===== config.mk =====
export PLATFORM = sky130hd
export DESIGN_NAME = seg7_scan_driver
export DESIGN_NICKNAME = d
export VERILOG_FILES = /design/src/rtl/seg7_scan_driver.sv
export SDC_FILE = /design/constraint.sdc
export NUM_CORES = 1
export LEC_CHECK = 0
export ABC_CLOCK_PERIOD_IN_PS = 2300
export CORE_MARGIN = 2
export CORE_UTILIZATION = 50
export DETAILED_ROUTE_END_ITERATION = 8
export PLACE_DENSITY = 0.75
export REMOVE_ABC_BUFFERS = 1
export SLEW_MARGIN = 20
export SYNTH_ARGS = -nofsm -noshare
export SYNTH_HDL_FRONTEND = slang
export SYNTH_SLANG_ARGS = --single-unit

===== constraint.sdc =====
create_clock -name clk_100M -period 2.3 [get_ports clk_100M]
set_clock_uncertainty 0.05 [all_clocks]
set_input_delay 0.23 -clock clk_100M [delete_from_list [all_inputs] [get_ports clk_100M]]
set_output_delay 0.23 -clock clk_100M [all_outputs]
set_load 0.03 [all_outputs]

===== src/rtl/seg7_scan_driver.sv =====
// seg7_scan_driver: multiplexes an 8-bit count onto a 4-digit common-anode
// seven-segment display. Each digit owns one slot of REFRESH_DIV clocks.
// The count and terminal-count flag are latched once per scan frame.
// Optional macro SEG_BCD_EN: decimal display through a double-dabble FSM.
// Without it, the display shows two hex digits and busy stays 0.
module seg7_scan_driver #(
  parameter int REFRESH_DIV = 100000
) (
  input  logic       clk_100M,
  input  logic       reset,
  input  logic [7:0] value,
  input  logic       tc,
  input  logic       blank,
  output logic [3:0] an,
  output logic [6:0] seg,
  output logic       dp,
  output logic       busy
);

  localparam int CW = (REFRESH_DIV > 1) ? $clog2(REFRESH_DIV) : 1;

  logic [CW-1:0] rcnt;
  logic [1:0]    dig;
  logic          first;
  logic [7:0]    snap;
  logic          snap_tc;
  logic          slot_end;
  logic          snap_en;

  // Display registers: digit values and lit flags for slots 1 and 2.
  // Slot 0 is always lit, and slot 3 is never lit.
  logic [3:0]    d0, d1, d2;
  logic          lit1, lit2;

  assign slot_end = (rcnt == CW'(REFRESH_DIV - 1));
  // Take a new frame on the 3->0 wrap, and once right after reset so that
  // the first frame shows live data.
  assign snap_en  = first || (slot_end && (dig == 2'd3));

  // Refresh divider and digit index
  always_ff @(posedge clk_100M or posedge reset) begin
    if (reset) begin
      rcnt <= '0;
      dig  <= 2'd0;
    end else if (slot_end) begin
      rcnt <= '0;
      dig  <= dig + 2'd1;
    end else begin
      rcnt <= rcnt + 1'b1;
    end
  end

  // First-cycle-after-reset marker
  always_ff @(posedge clk_100M or posedge reset) begin
    if (reset) first <= 1'b1;
    else       first <= 1'b0;
  end

  // Frame snapshot of the count and terminal-count flag
  always_ff @(posedge clk_100M or posedge reset) begin
    if (reset) begin
      snap    <= 8'h00;
      snap_tc <= 1'b0;
    end else if (snap_en) begin
      snap    <= value;
      snap_tc <= tc;
    end
  end

`ifdef SEG_BCD_EN
  localparam logic [1:0] S_IDLE  = 2'd0;
  localparam logic [1:0] S_SHIFT = 2'd1;
  localparam logic [1:0] S_LOAD  = 2'd2;

  logic [1:0]  state;
  logic [11:0] bcd;
  logic [11:0] bcd_adj;
  logic [2:0]  bit_cnt;

  // Double-dabble add-3 step: any BCD nibble of 5 or more gets +3 before the shift.
  always_comb begin
    bcd_adj = bcd;
    if (bcd[3:0]  >= 4'd5) bcd_adj[3:0]  = bcd[3:0]  + 4'd3;
    if (bcd[7:4]  >= 4'd5) bcd_adj[7:4]  = bcd[7:4]  + 4'd3;
    if (bcd[11:8] >= 4'd5) bcd_adj[11:8] = bcd[11:8] + 4'd3;
  end

  // Conversion FSM. Snapshot bits shift in MSB first. The display registers
  // change only in LOAD, so no partial value is ever shown.
  always_ff @(posedge clk_100M or posedge reset) begin
    if (reset) begin
      state   <= S_IDLE;
      bcd     <= 12'h000;
      bit_cnt <= 3'd0;
      d0      <= 4'h0;
      d1      <= 4'h0;
      d2      <= 4'h0;
      lit1    <= 1'b0;
      lit2    <= 1'b0;
    end else begin
      case (state)
        S_IDLE: if (snap_en) begin
          state   <= S_SHIFT;
          bcd     <= 12'h000;
          bit_cnt <= 3'd0;
        end
        S_SHIFT: begin
          bcd     <= {bcd_adj[10:0], snap[3'd7 - bit_cnt]};
          bit_cnt <= bit_cnt + 3'd1;
          if (bit_cnt == 3'd7) state <= S_LOAD;
        end
        S_LOAD: begin
          d0    <= bcd[3:0];
          d1    <= bcd[7:4];
          d2    <= bcd[11:8];
          lit2  <= (bcd[11:8] != 4'h0);
          lit1  <= (bcd[11:4] != 8'h00);
          state <= S_IDLE;
        end
        default: state <= S_IDLE;
      endcase
    end
  end

  assign busy = (state != S_IDLE);
`else
  // Hex mode: the snapshot register is the display register.
  assign d0   = snap[3:0];
  assign d1   = snap[7:4];
  assign d2   = 4'h0;
  assign lit1 = 1'b1;
  assign lit2 = 1'b0;
  assign busy = 1'b0;
`endif

  function automatic logic [6:0] glyph(input logic [3:0] h);
    case (h)
      4'h0: glyph = 7'b1000000;  4'h1: glyph = 7'b1111001;
      4'h2: glyph = 7'b0100100;  4'h3: glyph = 7'b0110000;
      4'h4: glyph = 7'b0011001;  4'h5: glyph = 7'b0010010;
      4'h6: glyph = 7'b0000010;  4'h7: glyph = 7'b1111000;
      4'h8: glyph = 7'b0000000;  4'h9: glyph = 7'b0010000;
      4'hA: glyph = 7'b0001000;  4'hB: glyph = 7'b0000011;
      4'hC: glyph = 7'b1000110;  4'hD: glyph = 7'b0100001;
      4'hE: glyph = 7'b0000110;  default: glyph = 7'b0001110;
    endcase
  endfunction

  logic [3:0] cur;
  logic       cur_lit;

  // Select the digit for the current slot
  always_comb begin
    cur     = d0;
    cur_lit = 1'b1;
    case (dig)
      2'd1:    begin cur = d1; cur_lit = lit1; end
      2'd2:    begin cur = d2; cur_lit = lit2; end
      2'd3:    begin cur = d0; cur_lit = 1'b0; end
      default: begin cur = d0; cur_lit = 1'b1; end
    endcase
  end

  // Registered pin drive. It lags the digit index by one cycle, and it holds
  // the off state during the snapshot cycle right after reset.
  always_ff @(posedge clk_100M or posedge reset) begin
    if (reset) begin
      an  <= 4'b1111;
      seg <= 7'h7F;
      dp  <= 1'b1;
    end else if (!first) begin
      an  <= (cur_lit && !blank) ? ~(4'b0001 << dig) : 4'b1111;
      seg <= (cur_lit && !blank) ? glyph(cur) : 7'h7F;
      dp  <= !((dig == 2'd0) && snap_tc);
    end
  end

endmodule


; ---- Yosys cells after proc, flatten, opt, wreduce, memory -nomap -nowiden
; Memories as Yosys holds them, arrays and structs flattened.
; Index checks and enable logic that the tools add are counted.
[word_totals]
ff_bits = 41
mem_bits_ro = 112
input_bits = 12
out_inout_bits = 13
word_cells = 30
memories = 1
[memory_table]
columns = name, words, word_bits, rd, rd_ports_with_merged_regs, wr, line
row1 = (name not given), 16, 7, 1, 0, 0, 137  ; case (h)
[classes]
n_addsub = 2
n_eq_ne = 4
shifts = 1
n_mux = 5
bitwise_logic = 1
reduce_logical = 8
[ops]
columns = op, n
row1 = 17-bit by 1-bit adder with 17-bit output (second input constant), 1
row2 = 17-bit == test (second input constant), 1
row3 = 17-bit 2-to-1 mux, 1
row4 = 4-bit case mux with 2 select lines, 1
row5 = 7-bit 2-to-1 mux, 1
row6 = 2-bit == test (second input constant), 2
row7 = 4-bit 2-to-1 mux, 1
row8 = 4-bit NOT, 1
row9 = 1-bit by 2-bit << shifter with 4-bit output (first input constant), 1
row10 = 1-bit logical AND, 3
row11 = 2-bit by 1-bit adder with 2-bit output (second input constant), 1
row12 = 2-bit by 1-bit == test with 1-bit output (second input constant), 1
row13 = 1-bit zero test, 2
row14 = 2-bit zero test, 1
row15 = 2-bit OR reduction, 1
row16 = 1-bit logical OR, 1
row17 = 1-bit 2-to-1 mux, 1

; ---- Logic depth before layout (Yosys ltp)
; Gate-level depths: netlist (run 1).
[depth]
depth_word = 5
ltp_mapped = 10
depth_no_buf = 9

; ---- Worst setup path before layout (run 1)
; No wires, ideal clock.
[synth_path]
path_type = register -> register
startpoint = register dig[0]
endpoint = register seg[3]
setup_ns = 0.105
arrival_ns = 2.052
required_time_ns = 2.145
slack_ns = 0.093
path_stages_with_launch = 10
path_buffers = 1
period_less_slack_ns = 2.207
cell_sequence = dfrtp_1 -> inv_1 -> ha_1 -> clkbuf_1 -> o21ai_0 -> inv_1 -> ha_1 -> and3_1 -> o41ai_1 -> a31oi_1
[synth_via]
elab_chain_len = 5
elab_cells_between_ends = 9
cone_classes = 3 x eq/ne / 3 x mux / 2 x reduce/logical / 1 x memory
[synth_lines]
columns = element, line
row1 = from (decl), 23  ; logic [1:0] dig;
row2 = from (signal assigned), 47  ; dig <= dig + 2'd1;
row3 = "parallel branches: the longest is 4 deep, another holds memory 16 x 7 bit", --
row4 = 7-bit 2-to-1 mux (*), 173  ; seg <= (cur_lit && !blank) ? glyph(cur) : 7'h7F;
row5 = to (signal assigned), 173
row6 = to (decl), 15  ; output logic [6:0] seg,
; Mark *: on every way between the ends.
; A chain may end at the register's enable or synchronous reset.

; ---- Worst setup path after layout (run 1)
[layout_path]
startpoint = register dig[0]
endpoint = register seg[6]
; The elaborated chain is that of the path after synthesis.

==> impl_metrics.csv, run 1 <==
group,metric,value,unit
sta,hold_viol_final,0,
routing,wire_per_inst,13.8,µm
grt,grt_pass1_vias,1550,
grt,overflow,0,
setup_path,r2r-end,"seg[6]",
cells_and_area,fillers,343,
pwr,vdd_drop_max,0.335,mV
setup_path,r2r_setup_slack,0.19,ns
place,gp_congestion,0.838,
setup_path,cp-start-kind,"flop",
clocking,cts-root-buf,"clkbuf_8",
pwr,p_per_area,607,mW/mm²
setup_path,cp.arrival,2.27,ns
grt,antenna_found_initial,0,
setup_path,worstRegToRegCells,9,
routing,route.detailed.drc,0,
setup_path,timing_worst_setup_path_type,"flop to flop",
sta,tns,0,ns
synthesis,syn-cell-area,0.00220,mm²
die,initial_core_util,51.3,%
clocking,cts_tree,"done",
pwr,power,1.62,mW
pwr,p_leak,1.18,nW
setup_path,reg2reg_from,"dig[0]",
die,io_pins,25,
clocking,numClockSinks,41,
clocking,cts-resized-gates,0,
sta,finalCriticalPeriod,2.11,ns
sta,fmax,0.474,GHz
routing,viasPerCell,5.52,
worst_hold_path,hold_path.class,"input pin to asynchronous set/reset pin",
grt,grt_start_max_net_pins,42,
synthesis,syn_area_per_cell,11.0,µm²
synthesis,synthCells,201,
cells_and_area,syn_to_final_growth,20.8,%
clocking,insertion_delay,0.29,ns
setup_path,crit_end,"seg[6]",
routing,final_antenna_net_count,0,
place,post-place-ws,0.0917,ns
clocking,cts_setup_buffers,0,
setup_path,critPathRequiredTime,2.46,ns
cells_and_area,fin_nets,257,
sta,max_slew_margin,65.6,%
die,coreArea,0.00429,mm²
synthesis,yosys_warnings,0,
sta,period_share,91.8,%
synthesis,ys_seq_area_share,47.3,%
place,placed_area,0.00253,mm²
routing,dr.first_iter.drc_count,105,
die,die_height,70.4,µm
cells_and_area,layout-drive-gt1-share,20.9,%
synthesis,synth-main-ff-cell,"dfrtp_1",
flow_run,maxCapViolations,0,
sta,setup_viol,0,
setup_path,startpoint,"dig[0]",
die,num_rows,24,
routing,drt-total-wl,3.96,mm
die,die_area,0.00495,mm²
routing,vias,1584,
synthesis,synth_edf_count,0,
grt,grt_use_total,17.8,%
die,fp.dieW,70.4,µm
sta,tightest_slew,0.511,ns
clocking,cts_buffers,5,
cells_and_area,n_antenna_cell,0,
synthesis,synth-async-reset-ratio,100,%
synthesis,synth-seq-cells,41,
setup_path,worst_setup_path_end_kind,"flop",
synthesis,synthDistinctLibCells,42,
sta,setup_ws,0.189,ns
clocking,cts_max_level,2,
setup_path,cp_max_fo,8,
routing,first_pass_iters,4,
grt,grt_first_pass_wirelength,7.10,mm
outcome,outcome,"completed",
sta,drv_slew,0,
clocking,clockBufferDepth,2,
place,port_buffers,23,
sta,rsz0062_at_grt,"no",
sta,holdWs,0.305,ns
clocking,cts.clk_slew.worst_paths,0.08,ns
clocking,cts_hold_buf,0,
cells_and_area,final_cell_area,0.00266,mm²
place,hpwl,2.91,mm
[cells by family (layout without fill, tap and decap cells)]
family	count (synthesis)	count (layout)	synth area share, %
AO/OA/AOI/OAI	29	29	8.58
adder cells (fa/ha/maj)	11	11	6.25
multiplexers	16	16	9.48
other	1	2	0.170
buffers and inverters	18	51	3.41
XOR/XNOR	13	13	5.17
flip-flops	41	41	47.3
AND/OR/NAND/NOR	72	72	19.6
[power by group]
part           switching (mW)  leakage (nW)  internal, mW  total (mW)
logic                   0.143         0.631         0.132       0.274
clock network           0.255        0.0525         0.281       0.536
registers              0.0293         0.493         0.776       0.805
[flip-flops by register name, indices dropped and copies added (netlist names)]
| name | cells |
|---|---|
| dp | 1 |
| an | 4 |
| rcnt | 17 |
| snap | 8 |
| first | 1 |
| seg | 7 |
| dig | 2 |
| snap_tc | 1 |
[layer usage]
layer	vias to the layer above	GRT usage, %	wire length (µm)
li1	774	-	-
met1	766	24.7	1860
met2	42	27.7	1910
met3	2	4.33	185
met4	0	4.91	8
met5	-	0	0
[per-stage QoR]
step                cells  utilization [%]
CTS                   287             61.5
global placement      279             58.9
global route          287             62.0
detailed placement    279             58.9
finish                287             62.0
floorplan             197                -
[worst min path at each step]
stage | start | to | slack (ns) | cells past startpoint
floorplan | value[0] | snap[0] | 0.33 | 1
global placement | seg[6] | seg[6] | 0.40 | 2
detailed placement | seg[5] | seg[5] | 0.40 | 2
CTS | reset | rcnt[16] | 0.32 | 3
global route | reset | rcnt[16] | 0.39 | 3
finish | reset | rcnt[2] | 0.31 | 3
[cell type report]
cell class                 instances  area [µm²]  area share (%)
inverter                          13        48.8            1.83
clock buffer                       6        93.8            3.52
timing repair buffer              30         283            10.6
tap                               52        65.1            2.44
multi-input combinational        143        1110            41.8
clock inverter                     2        16.3           0.611
sequential                        41        1040            39.1
[cells in the mapped netlist (all sizes together), types with 2 or more instances]
master	count	area share [%]
a21oi	8	2.3
a32oi	2	0.80
and3	4	1.1
buf	2	0.68
clkbuf	3	0.51
dfrtp	28	32
dfstp	13	16
ha	11	6.2
inv	13	2.2
mux2	12	7.7
mux2i	4	1.8
nand2	9	1.5
nand2b	5	1.4
nand3	10	2.3
nand4	5	1.4
nand4b	2	1.5
nor2	13	2.2
nor2b	7	2.0
nor3	6	1.4
nor4	7	3.0
o21ai	9	2.0
o22ai	2	0.57
or4b	2	1.2
xnor2	11	4.4
xor2	2	0.80
[cell usage in the layout, fill, tap and decap left out, types with 2 or more instances in the layout]
cell type	Yosys	routed
and3_1	4	4
nor2b_1	7	7
nand2_1	9	9
inv_1	13	13
nand2b_1	5	5
mux2i_1	4	4
buf_4	2	7
nor3_1	6	6
xnor2_1	11	11
o22ai_1	2	2
conb_1	1	2
ha_1	11	10
dfrtp_1	28	28
clkbuf_8	0	5
xor2_1	2	2
nand4_1	5	5
nand3_1	10	10
a21oi_1	7	7
dfstp_2	13	13
or4b_4	2	2
mux2_2	3	3
a32oi_1	2	2
mux2_4	9	9
nor2_1	13	13
clkdlybuf4s50_1	0	23
o21ai_0	8	8
nor4_1	5	5
[critical path: stages (launching register included)]
cell	delay, ns
dfrtp_1	0.40
inv_1	0.16
ha_4	0.25
and3_1	0.18
nor2_1	0.12
inv_1	0.09
ha_1	0.22
a21boi_2	0.17
o21ai_0	0.24
a32oi_1	0.14
No activity file was read; power rests on OpenSTA's default activity.
==> run 2, diff against run 1 <==
--- a/config.mk
+++ b/config.mk
@@ -9,6 +9,7 @@
 export CORE_MARGIN = 2
 export CORE_UTILIZATION = 50
 export DETAILED_ROUTE_END_ITERATION = 8
+export GPL_ROUTABILITY_DRIVEN = 0
 export PLACE_DENSITY = 0.75
 export REMOVE_ABC_BUFFERS = 1
 export SLEW_MARGIN = 20
==> results of run 2 <==
Final layout, timing and power as in run 1 (identical DEF).
